$ cat config.mk
export PLATFORM = sky130hd
export DESIGN_NAME = apb_cfg_master
export DESIGN_NICKNAME = d
export VERILOG_FILES = /design/src/rtl/apb_pkg.sv /design/src/rtl/apb_watchdog.sv /design/src/rtl/apb_cfg_master.sv
export SDC_FILE = /design/constraint.sdc
export NUM_CORES = 1
export LEC_CHECK = 0
export ABC_AREA = 0
export BUFFER_PORTS_ARGS = -buffer_cell sky130_fd_sc_hd__buf_2
export CAP_MARGIN = 5
export CORE_ASPECT_RATIO = 1.75
export CORE_MARGIN = 1
export CORE_UTILIZATION = 45
export DETAILED_ROUTE_END_ITERATION = 8
export PLACE_DENSITY = 0.88
export SYNTH_ARGS = -nofsm -noshare
export SYNTH_HDL_FRONTEND = slang
export SYNTH_SLANG_ARGS = --single-unit
$ cat constraint.sdc
create_clock -name clk_i -period 2.9 [get_ports clk_i]
set_input_delay 0.29 -clock clk_i [delete_from_list [all_inputs] [get_ports clk_i]]
set_output_delay 0.29 -clock clk_i [all_outputs]
set_load 0.01 [all_outputs]
$ cat src/rtl/apb_pkg.sv
// rtl/apb_pkg.sv - shared APB defaults, accelerator control-register map and master state type
package apb_pkg;

    localparam int APB_ADDR_W = 32;
    localparam int APB_DATA_W = 32;

    // Accelerator control register and its bit-field offsets
    localparam logic [31:0] CTRL_ADDR         = 32'h0000_0000;
    localparam int          CTRL_START_BIT    = 0;
    localparam int          CTRL_MODE_BIT     = 1;
    localparam int          CTRL_TARGETS_LSB  = 2;
    localparam int          CTRL_DATAFLOW_LSB = 4;
    localparam int          CTRL_DIM_N_LSB    = 8;
    localparam int          CTRL_DIM_K_LSB    = 14;
    localparam int          CTRL_DIM_M_LSB    = 20;
    localparam int          CTRL_RELOAD_A_BIT = 26;
    localparam int          CTRL_RELOAD_B_BIT = 27;

    typedef enum logic [1:0] {
        IDLE   = 2'd0,
        SETUP  = 2'd1,
        ACCESS = 2'd2,
        RESP   = 2'd3
    } apb_state_t;

endpackage

$ cat src/rtl/apb_watchdog.sv
// rtl/apb_watchdog.sv - wait-state counter that flags when a slave has stalled too long
module apb_watchdog #(
    parameter int TIMEOUT = 16
) (
    input  logic clk_i,
    input  logic rst_ni,
    input  logic clr_i,
    input  logic inc_i,
    output logic expired_o
);

    localparam int CW = $clog2(TIMEOUT);

    logic [CW-1:0] count_q;

    // Count unanswered ACCESS cycles; clear has priority so each transfer starts from zero
    always_ff @(posedge clk_i or negedge rst_ni) begin
        if (!rst_ni) begin
            count_q <= '0;
        end else if (clr_i) begin
            count_q <= '0;
        end else if (inc_i) begin
            count_q <= count_q + 1'b1;
        end
    end

    // Expiry is judged in the cycle the count reaches its last allowed value
    assign expired_o = (count_q == CW'(TIMEOUT - 1));

endmodule

$ cat src/rtl/apb_cfg_master.sv
// rtl/apb_cfg_master.sv - single-outstanding APB initiator with held response and watchdog abort
module apb_cfg_master
    import apb_pkg::*;
#(
    parameter int ADDR_WIDTH = APB_ADDR_W,
    parameter int DATA_WIDTH = APB_DATA_W,
    parameter int TIMEOUT    = 16
) (
    input  logic                    clk_i,
    input  logic                    rst_ni,
    input  logic                    cmd_valid_i,
    output logic                    cmd_ready_o,
    input  logic                    cmd_write_i,
    input  logic [ADDR_WIDTH-1:0]   cmd_addr_i,
    input  logic [DATA_WIDTH-1:0]   cmd_wdata_i,
    input  logic [DATA_WIDTH/8-1:0] cmd_strb_i,
    output logic                    rsp_valid_o,
    input  logic                    rsp_ready_i,
    output logic [DATA_WIDTH-1:0]   rsp_rdata_o,
    output logic                    rsp_err_o,
    output logic                    rsp_timeout_o,
    output logic                    psel_o,
    output logic                    penable_o,
    output logic                    pwrite_o,
    output logic [ADDR_WIDTH-1:0]   paddr_o,
    output logic [DATA_WIDTH-1:0]   pwdata_o,
    output logic [DATA_WIDTH/8-1:0] pstrb_o,
    input  logic [DATA_WIDTH-1:0]   prdata_i,
    input  logic                    pready_i,
    input  logic                    pslverr_i
);

    localparam int STRB_W = DATA_WIDTH / 8;

    apb_state_t              state_q;
    logic                    cmd_ready_q;
    logic                    psel_q;
    logic                    penable_q;
    logic                    pwrite_q;
    logic [ADDR_WIDTH-1:0]   paddr_q;
    logic [DATA_WIDTH-1:0]   pwdata_q;
    logic [STRB_W-1:0]       pstrb_q;
    logic                    rsp_valid_q;
    logic [DATA_WIDTH-1:0]   rsp_rdata_q;
    logic                    rsp_err_q;
    logic                    rsp_timeout_q;
    logic                    wd_expired;

    // Watchdog runs only while ACCESS waits on the slave; it is zero in every other state
    apb_watchdog #(
        .TIMEOUT (TIMEOUT)
    ) u_watchdog (
        .clk_i     (clk_i),
        .rst_ni    (rst_ni),
        .clr_i     (state_q != ACCESS),
        .inc_i     (!pready_i),
        .expired_o (wd_expired)
    );

    // Transfer FSM; every output is a register so the APB and host sides see glitch-free signals
    always_ff @(posedge clk_i or negedge rst_ni) begin
        if (!rst_ni) begin
            state_q       <= IDLE;
            cmd_ready_q   <= 1'b0;
            psel_q        <= 1'b0;
            penable_q     <= 1'b0;
            pwrite_q      <= 1'b0;
            paddr_q       <= '0;
            pwdata_q      <= '0;
            pstrb_q       <= '0;
            rsp_valid_q   <= 1'b0;
            rsp_rdata_q   <= '0;
            rsp_err_q     <= 1'b0;
            rsp_timeout_q <= 1'b0;
        end else begin
            case (state_q)
                IDLE: begin
                    cmd_ready_q <= 1'b1;
                    if (cmd_ready_q && cmd_valid_i) begin
                        state_q     <= SETUP;
                        cmd_ready_q <= 1'b0;
                        psel_q      <= 1'b1;
                        pwrite_q    <= cmd_write_i;
                        paddr_q     <= cmd_addr_i;
                        pwdata_q    <= cmd_wdata_i;
                        pstrb_q     <= cmd_write_i ? cmd_strb_i : '0;
                    end
                end
                SETUP: begin
                    state_q   <= ACCESS;
                    penable_q <= 1'b1;
                end
                ACCESS: begin
                    // A ready slave beats a watchdog expiring in the same cycle
                    if (pready_i) begin
                        state_q       <= RESP;
                        psel_q        <= 1'b0;
                        penable_q     <= 1'b0;
                        rsp_valid_q   <= 1'b1;
                        rsp_err_q     <= pslverr_i;
                        rsp_timeout_q <= 1'b0;
                        rsp_rdata_q   <= (!pwrite_q && !pslverr_i) ? prdata_i : '0;
                    end else if (wd_expired) begin
                        state_q       <= RESP;
                        psel_q        <= 1'b0;
                        penable_q     <= 1'b0;
                        rsp_valid_q   <= 1'b1;
                        rsp_err_q     <= 1'b1;
                        rsp_timeout_q <= 1'b1;
                        rsp_rdata_q   <= '0;
                    end
                end
                RESP: begin
                    if (rsp_ready_i) begin
                        state_q     <= IDLE;
                        rsp_valid_q <= 1'b0;
                        cmd_ready_q <= 1'b1;
                    end
                end
                default: state_q <= IDLE;
            endcase
        end
    end

    assign cmd_ready_o   = cmd_ready_q;
    assign psel_o        = psel_q;
    assign penable_o     = penable_q;
    assign pwrite_o      = pwrite_q;
    assign paddr_o       = paddr_q;
    assign pwdata_o      = pwdata_q;
    assign pstrb_o       = pstrb_q;
    assign rsp_valid_o   = rsp_valid_q;
    assign rsp_rdata_o   = rsp_rdata_q;
    assign rsp_err_o     = rsp_err_q;
    assign rsp_timeout_o = rsp_timeout_q;

endmodule

### Word-level counts from Yosys, hierarchy flattened

Index checks and enable logic that the tools add are counted.

* flip-flop bits (word level): 113
* input bits: 107
* output and inout bits: 107
* word-level logic and storage cells: 65

* add/subtract/negate cells: 1
* equality and inequality tests: 9
* multiplexer cells: 25
* reductions and logical operators: 17

Operators by type and width (count)
* 2-to-1 mux 32 bit: 3
* 2-to-1 mux 4 bit: 3
* 2-to-1 mux 1 bit: 10
* nonzero test 2 bit: 5
* AND reduction 3 bit: 3
* 2-to-1 mux 2 bit: 4
* case mux 1 bit (2 select lines): 4
* case mux 2 bit (4 select lines): 1
* AND reduction 2 bit: 4
* inequality test 2 bit (second input constant): 3
* adder 4 x 1 -> 4 bit (second input constant): 1
* equality test 2 bit (second input constant): 2
* equality test 4 bit (second input constant): 1
* inequality test 3 x 2 -> 1 bit (second input constant): 1
* equality test 2 x 1 -> 1 bit (second input constant): 1
* logical AND 1 bit: 2
* logical NOT 1 bit: 2
* logical NOT 2 bit: 1
* inequality test 2 x 1 -> 1 bit (second input constant): 1

### Longest topological paths before layout

Gate-level depths: netlist of run 1.

* word-level depth: 4
* depth in mapped cells: 7
* depth with buffers taken out: 5

### By module

A second synthesis of run 1 with hierarchy kept.

* cell total of the unflattened synthesis: 286
* area total of the unflattened synthesis: 4370.4 sq um

By module, submodules not included
* apb_cfg_master: instances 1, cells each 269, area each 4171.5 sq um, sequential area each 2727.6 sq um
* apb_watchdog: instances 1, cells each 17, area each 198.9 sq um, sequential area each 100.1 sq um

### Worst setup path after synthesis of run 1

Ideal clock, no wire load.

* path kind: register to register
* from: reg state_q[1]
* to: reg paddr_q[10], in the netlist paddr_o[10]
* library setup time: 0.128 ns
* arrival time: 1.468 ns
* required time: 2.772 ns
* slack: 1.305 ns
* stages on the path, launching flop included: 7
* buffers on the path: 2
* clock period less this slack: 1.595 ns
* cells stage by stage: dfrtp_1 inv_1 ha_1 nand3_1 buf_2 buf_2 mux2_1

* word-level cells in the longest chain between the ends: 2

RTL lines
* start, declared: RTL line apb_cfg_master.sv:35 `apb_state_t state_q;`
* start signal, assigned: RTL line apb_cfg_master.sv:63 `state_q <= IDLE;`
* start signal, assigned: RTL line apb_cfg_master.sv:80 `state_q <= SETUP;`
* start signal, assigned: RTL line apb_cfg_master.sv:90 `state_q <= ACCESS;`
* logical NOT 2 bit: RTL line apb_cfg_master.sv:76 `case (state_q)`
* AND reduction 2 bit (no line)
* end signal, assigned: RTL line apb_cfg_master.sv:84 `paddr_q <= cmd_addr_i;`
* end, declared: RTL line apb_cfg_master.sv:40 `logic [ADDR_WIDTH-1:0] paddr_q;`

No other way between the ends.
A chain may end at the register's enable or synchronous reset.

### Worst setup path after layout of run 1

* from: reg state_q[0]
* to: reg rsp_rdata_q[10], in the netlist rsp_rdata_o[10]

* word-level cells in the longest chain between the ends: 2

RTL lines
* equality test 2 bit: RTL line apb_cfg_master.sv:76
* AND reduction 2 bit (no line)
* end signal, assigned: RTL line apb_cfg_master.sv:102 `rsp_rdata_q <= (!pwrite_q && !pslverr_i) ? prdata_i : '0;`
* end, declared: RTL line apb_cfg_master.sv:44 `logic [DATA_WIDTH-1:0] rsp_rdata_q;`

No other way between the ends.

==> metrics.md, run 1 <==
| Metric | Value |
|---|---|
| DRC Markers | 0 |
| Setup total negative slack | 0 ns |
| Htree depth | 4 |
| Static Leak | about 3.2 nW |
| Ant diodes | 0 |
| Crit path from | state_q[0]$_DFFE_PN0P_ |
| CTS tree | done |
| Post-CTS sizing | 0 |
| Clk pwr share | 0.319 |
| Top cell type's share of synthesized area | 0.641 |
| Total Routing Usage GR | 0.225 |
| Startpoint types | register |
| Largest net degree at the start of global routing | 62 |
| Yosys reg bits | 113 |
| Max-cap viol count | 0 |
| Core Area | 9470 sq um |
| Ports | between 200 and 250 |
| Req. time, crit path | 3.23 ns |
| Vias in the first global route | approximately 3500 |
| Asr flop ratio synth | 1.00 |
| Antenna viol nets, final | 0 |
| CP endpoint kind | register |
| Layout Skew | 0.00840 ns |
| Initial antenna violation count | 0 |
| Area of the multi-input gates | 1440 sq um |
| Int Power | 0.00484 W |
| Reg power frac | 0.368 |
| Hold WC Path Type | in -> reg |
| Synth-to-layout area growth | 40.4% |
| Initial DRT Pass Iterations | 4 |
| Cells after Synth | 291 |
| Worst-Margin Slew | 0.797 ns |
| WL/cell | 16.6 microns |
| Crit Path Category | reg -> reg |
| FMAX | 445 MHz |
| Worst-Skew Late Latency | 0.40 ns |
| Die height | roughly 130 microns |
| Sequential share of the synthesized area | 0.641 |
| Clock Path Buffers | 2 |
| Row cnt | 47 |
| Worst r2r src | state_q[0]$_DFFE_PN0P_ |
| DRT iter0 DRCs | 148 |
| Headroom to the max-slew limit | 0.469 |
| Mapped Area | between 4000 and 5000 sq um |
| Post-DP HPWL | ~7.8 mm |
| Ranking of synthesized cells by area | dfrtp_1 (64%), mux2_1 (12%), a22o_1 (6.8%), mux2_2 (5.1%), buf_6 (2.0%) |
| CTS Buf Count | 17 |
| Hold buffer count at cts | 1 |
| Post-CTS Setup Inserts | 0 |
| Logic pwr share | 0.313 |
| Sw Share | 0.310 |
| Top cell type by total area after synthesis | dfrtp_1 |
| Max Fanout on Critical Path | 32 |
| Final Wtd Congestion | between 0.7 and 0.8 |
| Max-slew violation count | 0 |
| Die width | around 77 microns |
| Final Hold Fails | 0 |
| Worst IR Drop VDD | 0.691 mV |
| Die ar. | 10200 sq um |
| FF/Latch Area | 2830 sq um |
| Min Tclk post-route | 2.25 ns |
| Root buffer cell | clkbuf_16 |
| Fin nets | 623 |
| RSZ-0062 raised after global routing | false |
| DR vias | 3244 |
| Grt total ovfl | 0 |
| Status | complete, no violations |
| Buffers on Ports | 213 |
| Mapped Nets | approximately 400 |
| # clock sinks | 113 |
| Psw | between 0.002 and 0.0025 W |
| Layout cells sized above 1 | 0.512 |
| Worst-path clk slew | 0.05 ns |
| DRT Wirelength | 10.7 mm |
| Starting Density | 0.466 |
| Final WS setup | 0.653 ns |
| Critical path arrival | 2.57 ns |
| Post-synth EDFFs | 0 |
| Final Cycle Share | 0.775 |
| Fillers | 712 |
| Pwr Density | around 1100 nW/um^2 |
| Synth Flop Type | dfrtp_1 |
| Post-place setup slack | 0.705 ns |
| Syn Area/Cell | between 15 and 20 sq um |
| Via density | 5.03 |
| Warnings, synthesis | 0 |
| Global-route wire length before repair | 17.6 mm |
| Unique masters post-synth | 30 |
| Setup violations, final | 0 |
| Hold wc startpoint | cmd_wdata_i[13] |
cell usage after synthesis, drive strengths merged, types with 2 or more instances:
cell	n
dfrtp	113
o21ai	10
nor2	2
mux2	66
a21oi	4
ha	6
nand2	11
buf	17
a21boi	2
nand3	2
a22o	34
nand2b	5
mux2i	2
inv	6
registers in the layout (all words and copies together) (netlist names):
| signal | cells |
|---|---|
| paddr_o | 32 |
| pwdata_o | 32 |
| rsp_rdata_o | 32 |
| pstrb_o | 4 |
| u_watchdog.count_q | 4 |
| state_q | 2 |
| cmd_ready_o | 1 |
| penable_o | 1 |
| psel_o | 1 |
| pwrite_o | 1 |
| rsp_err_o | 1 |
| rsp_timeout_o | 1 |
| rsp_valid_o | 1 |
worst max-delay path, cell delays in order, from the launching register on:
cell and delay, ns:
dfrtp_1 0.38, inv_1 0.15, ha_1 0.48, and2_1 0.38, nor3b_4 0.23, buf_4 0.34, a22o_1 0.20
stage by stage:
stage          power [W]  area (sq um)  utilization  std cells  hold slack [ns]
3_5_place_dp     0.00480          5540        0.585        612            0.420
2_1_floorplan    0.00384          4410            -        291         -0.00559
3_3_place_gp     0.00466          5540        0.585        612            0.401
5_1_grt          0.00737          6190        0.654        645           0.0909
4_1_cts          0.00707          6190        0.654        645           0.0889
6_report         0.00700          6190        0.654        645            0.104
path summary, 6_finish.rpt:
| check | depth (start not counted) | slack [ns] | endpoint |
|---|---|---|---|
| max in group asynchronous | 3 | 1.61 | rsp_rdata_o[28]$_DFFE_PN0P_ |
| worst min register to register | 1 | 0.48 | paddr_o[18]$_DFFE_PN0P_ |
| min in group asynchronous | 2 | 0.51 | rsp_rdata_o[27]$_DFFE_PN0P_ |
| worst min-delay path | 2 | 0.10 | pwdata_o[13]$_DFFE_PN0P_ |
| worst max-delay path | 6 | 0.65 | rsp_rdata_o[10]$_DFFE_PN0P_ |
| worst max register to register | 6 | 0.65 | rsp_rdata_o[10]$_DFFE_PN0P_ |
metal layers:
metal / part of all wire / GRT usage / vias to the layer above
li1: - / - / 1485
met1: 0.37 / 0.240 / 1596
met2: 0.55 / 0.399 / 138
met3: 0.043 / 0.0559 / 25
met4: 0.034 / 0.125 / 0
met5: 0 / 0 / -
placed cells by master (no fill, tap or decap), types with 2 or more instances in the layout:
cell	count
buf_2	212
dfrtp_1	113
mux2_1	46
a22o_1	34
mux2_2	20
clkbuf_16	17
nand2_1	11
o21ai_0	8
inv_1	6
ha_1	6
bufinv_16	5
clkbuf_1	5
nand2b_1	4
a21oi_1	4
buf_4	3
nor2_1	2
mux2i_1	2
o21ai_1	2
clkinvlp_4	2
power groups by stage:
| stage | logic (W) | registers (W) | clock network, W |
|---|---|---|---|
| final | 0.00219 | 0.00258 | 0.00223 |
| after global routing | 0.00237 | 0.00266 | 0.00234 |
| after CTS | 0.00222 | 0.00258 | 0.00227 |
| after detailed placement | 0.00220 | 0.00260 | 0 |
| after global placement | 0.00210 | 0.00256 | 0 |
| after floorplan | 0.000972 | 0.00287 | 0 |
layout make-up:
type                            count  share of cell area
Sequential cell                   113               0.457
Multi-Input combinational cell    155               0.232
Timing Repair Buffer              217               0.180
Clock buffer                       23              0.0740
Clock inverter                      9              0.0289
Tap cell                          122              0.0247
Inverter                            6             0.00364
cells by family (layout without fill, tap and decap cells):
kind of cell / count (synthesis) / in the layout / synth area share
flops: 113 / 113 / 0.641
mux: 68 / 68 / 0.173
compound gates: 56 / 56 / 0.0999
simple gates: 25 / 25 / 0.0326
buf+inv: 23 / 255 / 0.0358
fa+ha+maj: 6 / 6 / 0.0170
(Power assumes the default switching activity.)
==> inputs of run 2 (changes only) <==
- clock period: 2.9 -> 2.3 ns (I/O delays scaled with it)
==> run 2 against run 1 <==
Effect of this change: non-clock buffer count grew 3; sequential power grew 27%; die area stayed put; critical path type unchanged.
==> metrics.md, run 2 (synthesis gave the netlist of run 1 again) <==
| Metric | Value |
|---|---|
| Critical Path Sink | rsp_rdata_o[20]$_DFFE_PN0P_ (was rsp_rdata_o[10]$_DFFE_PN0P_) |
| DRT Wirelength | 11.0 mm (was 10.7 mm) |
| RSZ-0062 raised after global routing | false (unchanged) |
| Int Power | 0.00565 W (was 0.00484 W) |
| Antenna viol nets, final | 0 (unchanged) |
| Core Area | 9470 sq um (unchanged) |
| Most frequent cells in the layout | buf_2 (212), dfrtp_1 (113), mux2_1 (46) (unchanged) |
| Crit path from | state_q[0]$_DFFE_PN0P_ (unchanged) |
| Fin nets | 626 (was 623) |
| Setup violations, final | 0 (unchanged) |
| Initial antenna violation count | 1 (was 0) |
| Reg2Reg Setup Slack | 0.48 ns (was 0.65 ns) |
| CTS Buf Count | 17 (unchanged) |
| Worst r2r dst | rsp_rdata_o[20]$_DFFE_PN0P_ (was rsp_rdata_o[10]$_DFFE_PN0P_) |
| Startpoint types | register (unchanged) |
| Total Routing Usage GR | 0.225 (about the same) |
| Max-cap viol count | 0 (unchanged) |
| Hold WC Path Type | in -> reg (unchanged) |
| Worst r2r src | state_q[0]$_DFFE_PN0P_ (unchanged) |
| Synth-to-layout area growth | 39.3% (was 40.4%) |
| Status | complete, no violations (unchanged) |
| FF/Latch Area | 2830 sq um (unchanged) |
| Htree depth | 4 (unchanged) |
| Min Tclk post-route | 1.82 ns (was 2.25 ns) |
| Headroom to the max-slew limit | 0.677 (was 0.469) |
| Max-slew violation count | 0 (unchanged) |
| Post-CTS Setup Inserts | 0 (unchanged) |
| Root buffer cell | clkbuf_16 (unchanged) |
| Setup total negative slack | 0 ns (unchanged) |
| Critical path arrival | 2.16 ns (was 2.57 ns) |
| Pwr Density | 1380 nW/um^2 (was 1130 nW/um^2) |
| Clock Path Buffers | 2 (unchanged) |
| Layout Skew | 0.00683 ns (was 0.00840 ns) |
| Die height | 133 microns (unchanged) |
| DRT iter0 DRCs | 86 (was 148) |
| CTS tree | done (unchanged) |
| Clk pwr share | 0.288 (was 0.319) |
| Final Hold Fails | 0 (unchanged) |
| Sw Share | 0.333 (was 0.310) |
| Power Total | 0.00847 W (was 0.00700 W) |
| Grt total ovfl | 0 (unchanged) |
| Post-CTS sizing | 0 (unchanged) |
| Placed Instances | 615 (was 612) |
| Post-DP HPWL | 8.09 mm (was 7.76 mm) |
| Buffers on Ports | 213 (unchanged) |
| Initial DRT Pass Iterations | 4 (unchanged) |
| Area of the multi-input gates | 1440 sq um (unchanged) |
| Max Fanout on Critical Path | 32 (unchanged) |
| Fillers | 704 (was 712) |
| Worst IR Drop VDD | 0.930 mV (was 0.691 mV) |
| Psw | 0.00282 W (was 0.00217 W) |
| Final Wtd Congestion | 0.833 (was 0.781) |
| Via density | 5.07 (was 5.03) |
| # clock sinks | 113 (unchanged) |
| FMAX | 550 MHz (was 445 MHz) |
| Hold buffer count at cts | 1 (unchanged) |
| DRC Markers | 0 (unchanged) |
| Global-route wire length before repair | 17.3 mm (was 17.6 mm) |
| Final Non-Filler Cells | 649 (was 645) |
| Ports | 214 (unchanged) |
| Starting Density | 0.466 (unchanged) |
| Req. time, crit path | 2.64 ns (was 3.23 ns) |
| CP endpoint kind | register (unchanged) |
| Die width | 76.8 microns (unchanged) |
| Reg2Reg Depth | 6 (unchanged) |
| Static Leak | 3.21 nW (was 3.23 nW) |
| Layout cells sized above 1 | 0.525 (was 0.512) |
| Vias in the first global route | 3429 (was 3504) |
| Commonest non-fill, non-tap cell in the layout | buf_2 (unchanged) |
| Final Cycle Share | 0.791 (was 0.775) |
| Row cnt | 47 (unchanged) |
| DR vias | 3291 (was 3244) |
| Die ar. | 10200 sq um (unchanged) |
| Crit Path Category | reg -> reg (unchanged) |
| Largest net degree at the start of global routing | 52 (was 62) |
| Logic pwr share | 0.326 (was 0.313) |
| Worst-path clk slew | 0.06 ns (was 0.05 ns) |
| Reg power frac | 0.386 (was 0.368) |
| Worst-Skew Late Latency | 0.40 ns (about the same) |
| WL/cell | 16.9 microns (was 16.6 microns) |
| Worst-Margin Slew | 0.484 ns (was 0.797 ns) |
## run 2: cell types whose count changed in the layout (fill, tap and decap cells not counted)
| cell | delta |
|---|---|
| clkbuf_1 | -5 |
| bufinv_16 | -4 |
| buf_4 | +3 |
| clkinv_4 | +3 |
| clkinvlp_4 | +3 |
| clkinv_2 | +2 |
| clkbuf_8 | -1 |
| diode_2 | +1 |
| inv_6 | +1 |
| inv_8 | +1 |
## run 2: cell type report
| cell class | instances | area share |
|---|---|---|
| clock inverter | 15 | 0.0224 |
| inverter | 6 | 0.00367 |
| timing repair buffer | 220 | 0.185 |
| multi-input combinational | 155 | 0.234 |
| tap | 122 | 0.0249 |
| sequential | 113 | 0.461 |
| clock buffer | 17 | 0.0693 |
| antenna | 1 | 0.000408 |
## run 2: through the flow
step | setup WS (ns) | cell area (sq um) | hold slack, ns | util
2_1_floorplan | 0.705 | 4410 | -0.0656 | -
3_3_place_gp | 0.594 | 5560 | 0.213 | 0.588
3_5_place_dp | 0.492 | 5560 | 0.221 | 0.588
4_1_cts | 0.479 | 6140 | 0.0253 | 0.648
5_1_grt | 0.338 | 6140 | 0.0213 | 0.648
6_report | 0.481 | 6140 | 0.0369 | 0.648
## run 2: routing by layer
metal / routed length (microns) / global-route usage
met5: 0 / 0
met3: 426 / 0.0545
met1: 3990 / 0.230
met2: 6030 / 0.403
met4: 536 / 0.145
## run 2: power groups by stage
stage	registers, W	clock network [W]	logic (W)
floorplan	0.00362	0	0.00123
global placement	0.00323	0	0.00267
detailed placement	0.00329	0	0.00279
CTS	0.00327	0.00249	0.00280
global route	0.00337	0.00258	0.00298
finish	0.00327	0.00244	0.00276
## run 2: worst max-delay path, stage by stage (launching register included)
cell	delay [ns]
dfrtp_1	0.39
inv_1	0.14
ha_1	0.18
and2_1	0.28
nor3b_4	0.22
buf_4	0.34
a22o_1	0.20
## run 2: how the worst min path moves through the flow
| stage | from | end | slack (ns) | depth (start not counted) |
|---|---|---|---|---|
| after floorplan | rst_ni | cmd_ready_o$_DFFE_PN0P_ | -0.07 | 0 |
| after global placement | rst_ni | rsp_rdata_o[23]$_DFFE_PN0P_ | 0.21 | 1 |
| after detailed placement | rst_ni | rsp_rdata_o[0]$_DFFE_PN0P_ | 0.22 | 1 |
| after CTS | prdata_i[9] | rsp_rdata_o[9]$_DFFE_PN0P_ | 0.03 | 2 |
| after global routing | cmd_addr_i[14] | paddr_o[14]$_DFFE_PN0P_ | 0.02 | 2 |
| final | prdata_i[9] | rsp_rdata_o[9]$_DFFE_PN0P_ | 0.04 | 2 |
==> inputs of run 3 (changes only) <==
- clock period: 2.3 -> 1.7 ns (I/O delays scaled with it)
==> run 3 against run 2 <==
Effect of this change: register-to-register slack worse by 0.40 ns; first-iteration DRC count up 120%; flip-flop and latch count unchanged; power up 50%; core utilization up 13 points; count of clock-buffer cells in the layout up 5; fmax up 12%; via count up 20%; global-route usage up 6.1 points; routed wire length up 39%; non-clock buffer count up 98; critical path type unchanged.
==> metrics.md, run 3 (synthesis gave the netlist of run 1 again) <==
| Metric | Value |
|---|---|
| DRC Markers | 0 (unchanged) |
| Worst hold path cell count | 2 (unchanged) |
| Static Leak | 3.76 nW (was 3.21 nW) |
| Critical path arrival | 1.89 ns (was 2.16 ns) |
| Largest net degree at the start of global routing | 64 (was 52) |
| Worst IR Drop VDD | 1.19 mV (was 0.930 mV) |
| FMAX | 618 MHz (was 550 MHz) |
| Total Routing Usage GR | 0.286 (was 0.225) |
| Worst r2r src | state_q[1]$_DFFE_PN0P_ (was state_q[0]$_DFFE_PN0P_) |
| Worst-Skew Late Latency | 0.40 ns (about the same) |
| Via density | 5.25 (was 5.07) |
| DRT Wirelength | 15.2 mm (was 11.0 mm) |
| Layout cells sized above 1 | 0.472 (was 0.525) |
| Max Fanout on Critical Path | 9 (was 32) |
| Placed Instances | 618 (was 615) |
| Setup violations, final | 0 (unchanged) |
| Synth-to-layout area growth | 67.1% (was 39.3%) |
| Post-route cell area | 7370 sq um (was 6140 sq um) |
| CTS Buf Count | 17 (unchanged) |
| CTS tree | done (unchanged) |
| Buffers on Ports | 213 (unchanged) |
| Reg2Reg Depth | 7 (was 6) |
| Antenna viol nets, final | 0 (unchanged) |
| Core Area | 9470 sq um (unchanged) |
| Min Tclk post-route | 1.62 ns (was 1.82 ns) |
| Startpoint types | register (unchanged) |
| Max-cap viol count | 0 (unchanged) |
| Clock Path Buffers | 2 (unchanged) |
| Reg2Reg Setup Slack | 0.08 ns (was 0.48 ns) |
| CP endpoint kind | register (unchanged) |
| Psw | 0.00418 W (was 0.00282 W) |
| Final Cycle Share | 0.952 (was 0.791) |
| Status | complete, no violations (unchanged) |
| Hold WC Path Type | in -> reg (unchanged) |
| Worst-path clk slew | 0.05 ns (was 0.06 ns) |
| Layout Skew | 0.00894 ns (was 0.00683 ns) |
| Most frequent cells in the layout | buf_2 (212), dfrtp_1 (113), dlygate4sd3_1 (84) (was buf_2 (212), dfrtp_1 (113), mux2_1 (46)) |
| # clock sinks | 113 (unchanged) |
| Root buffer cell | clkbuf_16 (unchanged) |
| Max-slew violation count | 0 (unchanged) |
| Grt total ovfl | 0 (unchanged) |
| Die ar. | 10200 sq um (unchanged) |
| Die width | 76.8 microns (unchanged) |
| RSZ-0062 raised after global routing | false (unchanged) |
| Int Power | 0.00856 W (was 0.00565 W) |
| Logic pwr share | 0.356 (was 0.326) |
| Worst Hold End | pwdata_o[28]$_DFFE_PN0P_ (was rsp_rdata_o[9]$_DFFE_PN0P_) |
| Crit Path Category | reg -> reg (unchanged) |
| Initial DRT Pass Iterations | 4 (unchanged) |
| Headroom to the max-slew limit | 0.784 (was 0.677) |
| Fin nets | 726 (was 626) |
| Reg power frac | 0.355 (was 0.386) |
| Htree depth | 4 (unchanged) |
| Post-DP HPWL | 8.02 mm (was 8.09 mm) |
| Final Wtd Congestion | 0.819 (was 0.833) |
| Die height | 133 microns (unchanged) |
| Sw Share | 0.328 (was 0.333) |
| Commonest non-fill, non-tap cell in the layout | buf_2 (unchanged) |
| Final Non-Filler Cells | 751 (was 649) |
| Hold wc startpoint | cmd_wdata_i[28] (was prdata_i[9]) |
| Row cnt | 47 (unchanged) |
| Placed cell area | 5620 sq um (was 5560 sq um) |
| Worst r2r dst | paddr_o[28]$_DFFE_PN0P_ (was rsp_rdata_o[20]$_DFFE_PN0P_) |
| Starting Density | 0.466 (unchanged) |
| Final Hold Fails | 0 (unchanged) |
| Ports | 214 (unchanged) |
| DRT iter0 DRCs | 193 (was 86) |
| Worst-Margin Slew | 0.324 ns (was 0.484 ns) |
| Req. time, crit path | 1.97 ns (was 2.64 ns) |
| DR vias | 3944 (was 3291) |
| Vias in the first global route | 4268 (was 3429) |
| Initial antenna violation count | 4 (was 1) |
| Pwr Density | 1730 nW/um^2 (was 1380 nW/um^2) |
| Global-route wire length before repair | 21.7 mm (was 17.3 mm) |
| WL/cell | 20.3 microns (was 16.9 microns) |
| Clk pwr share | 0.289 (was 0.288) |
==> run 3: cell types whose count changed in the layout (fill, tap and decap cells not counted), moves of 2 or more <==
cell           delta
buf_12            +5
bufinv_16         +2
dlygate4sd3_1    +83
buf_6             +3
buf_4             +2
clkinv_4          -2
diode_2           +3
clkinvlp_4        -5
inv_1             -2
clkbuf_8          +5
clkbuf_16         +5
==> run 3: through the flow <==
| step | hold WS (ns) | total power, W | setup WS (ns) | TNS [ns] | util |
|---|---|---|---|---|---|
| floorplan | -0.126 | 0.00656 | 0.105 | 0 | - |
| global route | 0.00600 | 0.0133 | 0.0300 | 0 | 0.778 |
| global placement | 0.182 | 0.00807 | -0.256 | -8.16 | 0.594 |
| finish | 0.0120 | 0.0127 | 0.0815 | 0 | 0.778 |
| detailed placement | 0.186 | 0.00832 | -0.337 | -9.48 | 0.594 |
| CTS | 0.000918 | 0.0122 | 0.0377 | 0 | 0.752 |
==> run 3: repair_timing <==
| action | 4_1_cts | 5_1_grt |
|---|---|---|
| setup buffers | 3 | 2 |
| setup endpoints to repair | 32 | 85 |
| resized for setup | 2 | 7 |
| gates cloned | 1 | 8 |
| hold buffers | 81 | 3 |
| endpoints found under the hold margin | 193 | 3 |
| pin swaps | 0 | 1 |
==> run 3: critical path: stages, from the launching register on <==
cell       delay, ns
dfrtp_1         0.38
buf_4           0.16
inv_4           0.07
ha_4            0.14
nand3_4         0.06
buf_12          0.17
clkbuf_16       0.17
mux2_1          0.34
==> run 3: routing by layer <==
| metal | track usage | vias up | wire, microns |
|---|---|---|---|
| li1 | - | 1707 | - |
| met1 | 0.274 | 1947 | 5080 |
| met2 | 0.526 | 213 | 8450 |
| met3 | 0.0655 | 77 | 721 |
| met4 | 0.204 | 0 | 989 |
| met5 | 0 | - | 0 |
==> run 3: worst max path at each step <==
| stage | from | endpoint | slack, ns | depth (start not counted) |
|---|---|---|---|---|
| after floorplan | state_q[1]$_DFFE_PN0P_ | paddr_o[10]$_DFFE_PN0P_ | 0.10 | 6 |
| after global placement | state_q[0]$_DFFE_PN0P_ | rsp_rdata_o[9]$_DFFE_PN0P_ | -0.26 | 5 |
| after detailed placement | state_q[0]$_DFFE_PN0P_ | rsp_rdata_o[26]$_DFFE_PN0P_ | -0.34 | 5 |
| after CTS | state_q[0]$_DFFE_PN0P_ | pwdata_o[25]$_DFFE_PN0P_ | 0.04 | 6 |
| after global routing | state_q[1]$_DFFE_PN0P_ | paddr_o[28]$_DFFE_PN0P_ | 0.03 | 7 |
| final | state_q[1]$_DFFE_PN0P_ | paddr_o[28]$_DFFE_PN0P_ | 0.08 | 7 |
==> run 3: final cells by class <==
class	instances	area (sq um)
flip-flops and latches	113	2830
clock inverters	9	128
well taps	122	153
multi-input cells	157	1490
clock buffers	22	494
diodes	4	10.0
repair buffers	318	2240
fillers	548	2100
inverters	6	25.0
==> run 3: power groups by stage <==
stage	Clock (W)	Combinational (W)	Sequential, W
floorplan	0	0.00166	0.00490
global placement	0	0.00371	0.00435
detailed placement	0	0.00388	0.00444
CTS	0.00371	0.00409	0.00443
global route	0.00388	0.00480	0.00463
finish	0.00369	0.00453	0.00453
